[config.mk]
export PLATFORM = sky130hd
export DESIGN_NAME = alu_op_sequencer
export DESIGN_NICKNAME = d
export VERILOG_FILES = /design/src/rtl/alu_op_sequencer.sv
export SDC_FILE = /design/constraint.sdc
export NUM_CORES = 1
export LEC_CHECK = 0
export ABC_AREA = 1
export CORE_MARGIN = 2
export CORE_UTILIZATION = 33
export DETAILED_ROUTE_END_ITERATION = 8
export GPL_TIMING_DRIVEN = 0
export HOLD_SLACK_MARGIN = 0.03
export PLACE_DENSITY = 0.81
export SLEW_MARGIN = 20
export SYNTH_ARGS = -nofsm -noshare
export SYNTH_HDL_FRONTEND = slang
export SYNTH_SLANG_ARGS = --single-unit
[constraint.sdc]
create_clock -name Clock -period 1.75 [get_ports Clock]
set_input_delay 0.2625 -clock Clock [delete_from_list [all_inputs] [get_ports Clock]]
set_output_delay 0.2625 -clock Clock [all_outputs]
set_load 0.01 [all_outputs]
[src/rtl/alu_op_sequencer.sv]
// alu_op_sequencer: hardwired control for the 32-bit bus datapath.
// It steps the datapath through an instruction fetch (T0..T2) and then the
// execute steps of a three-register ALU instruction (T3..T5, plus T6 for
// MUL/DIV).
// Optional feature: define MULDIV_EN to make MUL (01111) and DIV (10000)
// legal. When it is defined, T4 loads ZHigh, T5 writes LO and T6 writes HI.
// When it is left undefined, those two opcodes are illegal and
// ZHighIn/ZHighout/LOin/HIin stay 0.
// Outputs are decoded from the state register, the IR fields and Mem_ack.
// They are not registered: IR is only loaded at the end of T2, so T3 must
// see the new IR straight away.
module alu_op_sequencer #(
    parameter int TIMEOUT = 15
) (
    input  logic        Clock,
    input  logic        Clear,
    input  logic        Run,
    input  logic [31:0] IR,
    input  logic        Mem_ack,
    output logic        PCout,
    output logic        MARin,
    output logic        IncPC,
    output logic        Read,
    output logic        MDRin,
    output logic        MDRout,
    output logic        IRin,
    output logic        Yin,
    output logic        ZLowIn,
    output logic        ZHighIn,
    output logic        Zlowout,
    output logic        ZHighout,
    output logic        LOin,
    output logic        HIin,
    output logic [15:0] Rin,
    output logic [15:0] Rout,
    output logic [4:0]  ALU_op,
    output logic        Busy,
    output logic        Done,
    output logic        Illegal,
    output logic        Bus_err
);

    localparam int CW = $clog2(TIMEOUT + 1);

    typedef enum logic [2:0] {
        S_IDLE, S_T0, S_T1, S_T2, S_T3, S_T4, S_T5, S_T6
    } state_t;

    state_t        state_q;
    logic [CW-1:0] wait_q;

    logic [4:0] opcode;
    logic [3:0] ra, rb, rc;
    logic       is_muldiv, legal, timeout;
    logic       unused_ir;

    assign opcode    = IR[31:27];
    assign ra        = IR[26:23];
    assign rb        = IR[22:19];
    assign rc        = IR[18:15];
    assign unused_ir = ^IR[14:0];

`ifdef MULDIV_EN
    assign is_muldiv = (opcode == 5'b01111) || (opcode == 5'b10000);
`else
    assign is_muldiv = 1'b0;
`endif
    assign legal   = ((opcode >= 5'b00011) && (opcode <= 5'b01010)) || is_muldiv;
    // This is the last T1 cycle that is allowed to go without an ack.
    // An ack in the same cycle still takes priority.
    assign timeout = (wait_q == CW'(TIMEOUT - 1));

    // State sequencing and the T1 wait counter, which restarts on each fetch
    always_ff @(posedge Clock or negedge Clear) begin
        if (!Clear) begin
            state_q <= S_IDLE;
            wait_q  <= '0;
        end else begin
            case (state_q)
                S_IDLE: if (Run) state_q <= S_T0;
                S_T0: begin
                    state_q <= S_T1;
                    wait_q  <= '0;
                end
                S_T1: begin
                    if (Mem_ack)                    state_q <= S_T2;
                    else if (timeout)               state_q <= S_IDLE;
                    else if (wait_q != CW'(TIMEOUT)) wait_q <= wait_q + CW'(1);
                end
                S_T2: state_q <= S_T3;
                S_T3: state_q <= legal ? S_T4 : S_IDLE;
                S_T4: state_q <= S_T5;
                S_T5: begin
                    if (is_muldiv) state_q <= S_T6;
                    else           state_q <= Run ? S_T0 : S_IDLE;
                end
`ifdef MULDIV_EN
                S_T6: state_q <= Run ? S_T0 : S_IDLE;
`endif
                default: state_q <= S_IDLE;
            endcase
        end
    end

    // Moore decode of the datapath controls. Only one bus driver is active per state.
    always_comb begin
        PCout    = 1'b0;
        MARin    = 1'b0;
        IncPC    = 1'b0;
        Read     = 1'b0;
        MDRin    = 1'b0;
        MDRout   = 1'b0;
        IRin     = 1'b0;
        Yin      = 1'b0;
        ZLowIn   = 1'b0;
        ZHighIn  = 1'b0;
        Zlowout  = 1'b0;
        ZHighout = 1'b0;
        LOin     = 1'b0;
        HIin     = 1'b0;
        Rin      = '0;
        Rout     = '0;
        ALU_op   = '0;
        Done     = 1'b0;
        Illegal  = 1'b0;
        Bus_err  = 1'b0;
        Busy     = (state_q != S_IDLE);
        case (state_q)
            S_T0: begin
                PCout = 1'b1;
                MARin = 1'b1;
                IncPC = 1'b1;
            end
            S_T1: begin
                Read    = 1'b1;
                MDRin   = 1'b1;
                Bus_err = timeout && !Mem_ack;
            end
            S_T2: begin
                MDRout = 1'b1;
                IRin   = 1'b1;
            end
            S_T3: begin
                if (legal) begin
                    Rout = 16'h0001 << rb;
                    Yin  = 1'b1;
                end else begin
                    Illegal = 1'b1;
                end
            end
            S_T4: begin
                Rout   = 16'h0001 << rc;
                ALU_op = opcode;
                ZLowIn = 1'b1;
`ifdef MULDIV_EN
                ZHighIn = is_muldiv;
`endif
            end
            S_T5: begin
                Zlowout = 1'b1;
                if (is_muldiv) begin
`ifdef MULDIV_EN
                    LOin = 1'b1;
`endif
                end else begin
                    Rin  = 16'h0001 << ra;
                    Done = 1'b1;
                end
            end
`ifdef MULDIV_EN
            S_T6: begin
                ZHighout = 1'b1;
                HIin     = 1'b1;
                Done     = 1'b1;
            end
`endif
            default: ;
        endcase
    end

endmodule

==> impl_metrics.toml <==
[clock_network]
cts_tree = "yes"
worstSkewPairLatency_ns = 0.25
cts.clk_slew.worst_paths_ns = 0.05
ctsHtreeMaxLevel = 1
cts_root_buffer = "clkbuf_4"
cts_buffers = 3
hold_buffers = 0
clk_path_buf_depth = 2
numClockSinks = 7

[detailed_routing]
drt_iter0_markers = 52
routedWlPerCell_um = 14.3
via_per_inst = 5.12
first_pass_iters = 4
drc = 0
ant_nets = 0
wl_um = 5020
via_count = 1797

[die]
die_area_um2 = 3950
ios = 91
initial_utilization = 0.343
rows = 21
die_h_um = 62.9
die_w_um = 62.9
core-area_um2 = 3340

[sta]
min_period_ns = 1.99
fmax_mhz = 503
hold_viol_final = 0
finalSetupViolCount = 30
drv_slew = 0
finClkSkew_ns = 0.00382
setup_ws_ns = -0.240
rsz0062_at_grt = "yes"
worst_hold_slack_ns = 0.280
final.setup.tns_ns = -3.18
finalCritPeriodShare = 1.14

[global_route]
gr-total-overflow = 0
grtUsageTotal = 0.209
antenna_found_initial = 0
grt_start_max_net_pins = 11
grt_pass1_vias = 1527
grt_pass1_wl_um = 6770

[setup_path]
crit_slowest_cell = "clkdlybuf4s50_1"
reg2reg_slack_ns = 0.11
reg2reg_from = "state_q[0]"
crit_path_start_kind = "input port"
worst-path-buf-inv = 3
crit_required_ns = 1.49
endpoint_kind = "primary output"
reg2regPathDepth = 10
slowest_delay_ns = 0.59
worst-setup-path-type = "input port to primary output"
cp_max_fo = 5
worstReg2RegEnd = "wait_q[2]"
worstPathCellList = "clkdlybuf4s50_1 -> inv_1 -> nor3_1 -> nand2_1 -> o21ai_4 -> buf_6"
path_delay_family = "buffers and inverters"
arrival_ns = 1.73

[synth]
yosysTopAreaCell = "dfrtp_1"
syn-cell-area_um2 = 1140
avgSynthCellArea_um2 = 5.78
synthMostInstantiatedCell = "nand2_1"
ys_types = 25
async_flop_share = 1.00
ys_top_cells_by_count = "nand2_1, nor2_1, inv_1, nand4_1, nand3_1"
yosysWarnings = 0
synthTopCellsByArea = "dfrtp_1, nand2_1, nor2_1, nand4_1, inv_1"
ys_ff_latch = 7
synthCells = 198
synth_edf_count = 0
netlist.area_leader.share = 0.153
ys.flop_type = "dfrtp_1"
yosysSeqAreaShare = 0.153

[power]
p_clk_frac = 0.076
ir_worst_vdd_mv = 0.306
p_sw_frac = 0.476
p_per_area_nw_per_um2 = 806
seq_power_share = 0.153
p_switching_mw = 0.924
power_frac_comb = 0.771
p_leak_nw = 1.15
intPower_mw = 1.02
power.total_mw = 1.94

[hold_path]
holdCritPathClass = "input port to asynchronous set/reset pin"

[layout]
syn2layout_area_growth_pct = 111
antennaDiodeCount = 0
nets = 344
drive_above_1_share = 0.528

[place]
port_buffers = 67
gp_congestion = 0.778
dp_hpwl_um = 2790

[run_status]
status = "complete, but fails checks"
violations = "negative setup slack"

[run]
max_cap_viol_count = 0
-- metal layers --
metal	wire length, um	GRT usage
met5	0	0
met4	114	0.108
met3	348	0.0450
met2	2700	0.384
met1	1850	0.221
-- layout make-up --
cell class | count | area (um2)
timing repair buffer | 100 | 851
clock buffer | 4 | 26.3
tap | 46 | 57.6
buffer | 15 | 114
sequential | 7 | 178
multi-input combinational | 150 | 1060
fill | 270 | 928
inverter | 29 | 119
-- sequential cells by signal (all words and copies together), names as in the netlist --
register and flops:
state_q 3, wait_q 4
-- power groups by stage --
stage          clock network (mW)  registers (mW)  logic (mW)
3_3_place_gp                    0           0.288       0.945
3_5_place_dp                    0           0.292       0.957
4_1_cts                     0.151           0.289        1.23
2_1_floorplan                   0           0.279       0.569
5_1_grt                     0.159           0.302        1.60
6_report                    0.148           0.297        1.50
-- worst reg2reg max path: stages, from the launching register on --
cell     delay, ns
dfrtp_1       0.41
inv_2         0.12
buf_4         0.13
buf_6         0.08
buf_4         0.12
nand3_4       0.09
buf_4         0.17
o21ai_4       0.18
nand2_2       0.11
nand2_1       0.07
nand2_1       0.05
-- through the flow --
stage / worst slack (ns) / util / cell area, um2 / cells
2_1_floorplan: 0.291 / - / 1150 / 201
3_3_place_gp: -0.590 / 0.564 / 1880 / 314
3_5_place_dp: -0.606 / 0.564 / 1880 / 314
4_1_cts: -0.164 / 0.625 / 2090 / 340
5_1_grt: -0.318 / 0.722 / 2410 / 351
6_report: -0.240 / 0.722 / 2410 / 351
-- placed cells by master, fill, tap and decap left out, drive strengths merged --
cell type,instances
a21oi,1
a31oi,1
buf,79
clkbuf,22
clkdlybuf4s15,1
clkdlybuf4s50,15
conb,4
dfrtp,7
dlygate4sd2,1
dlymetal6s2s,1
ha,2
inv,29
nand2,37
nand3,19
nand4,20
nor2,34
nor3,11
o21ai,19
or2,1
xnor2,1
-- what timing repair did --
action                     4_1_cts  5_1_grt
hold endpoints to repair         0        0
pin swaps                        5       10
cloned                           1        0
resized for setup              181      123
buffers inserted                21       14
setup endpoints to repair       51       46
-- worst max-delay path by stage --
stage | startpoint | endpoint | slack (ns) | depth (start not counted)
5_1_grt | IR[15] | Rout[3] | -0.32 | 6
6_report | IR[15] | Rout[3] | -0.24 | 6
2_1_floorplan | state_q[1] | Rout[14] | 0.29 | 4
4_1_cts | state_q[2] | Rout[2] | -0.16 | 7
3_3_place_gp | IR[28] | Rout[2] | -0.59 | 7
3_5_place_dp | IR[28] | Rout[1] | -0.61 | 7
-- kinds of logic (layout without fill, tap and decap cells) --
kind of cell,count (synthesis),in the layout,synth area share
flops,7,7,0.153
xor+xnor,1,1,0.00766
other cells,1,4,0.00328
simple gates,122,122,0.521
fa+ha+maj,2,2,0.0219
buf+inv,44,148,0.187
compound gates,21,21,0.106
Power figures use the tool's default switching activity.
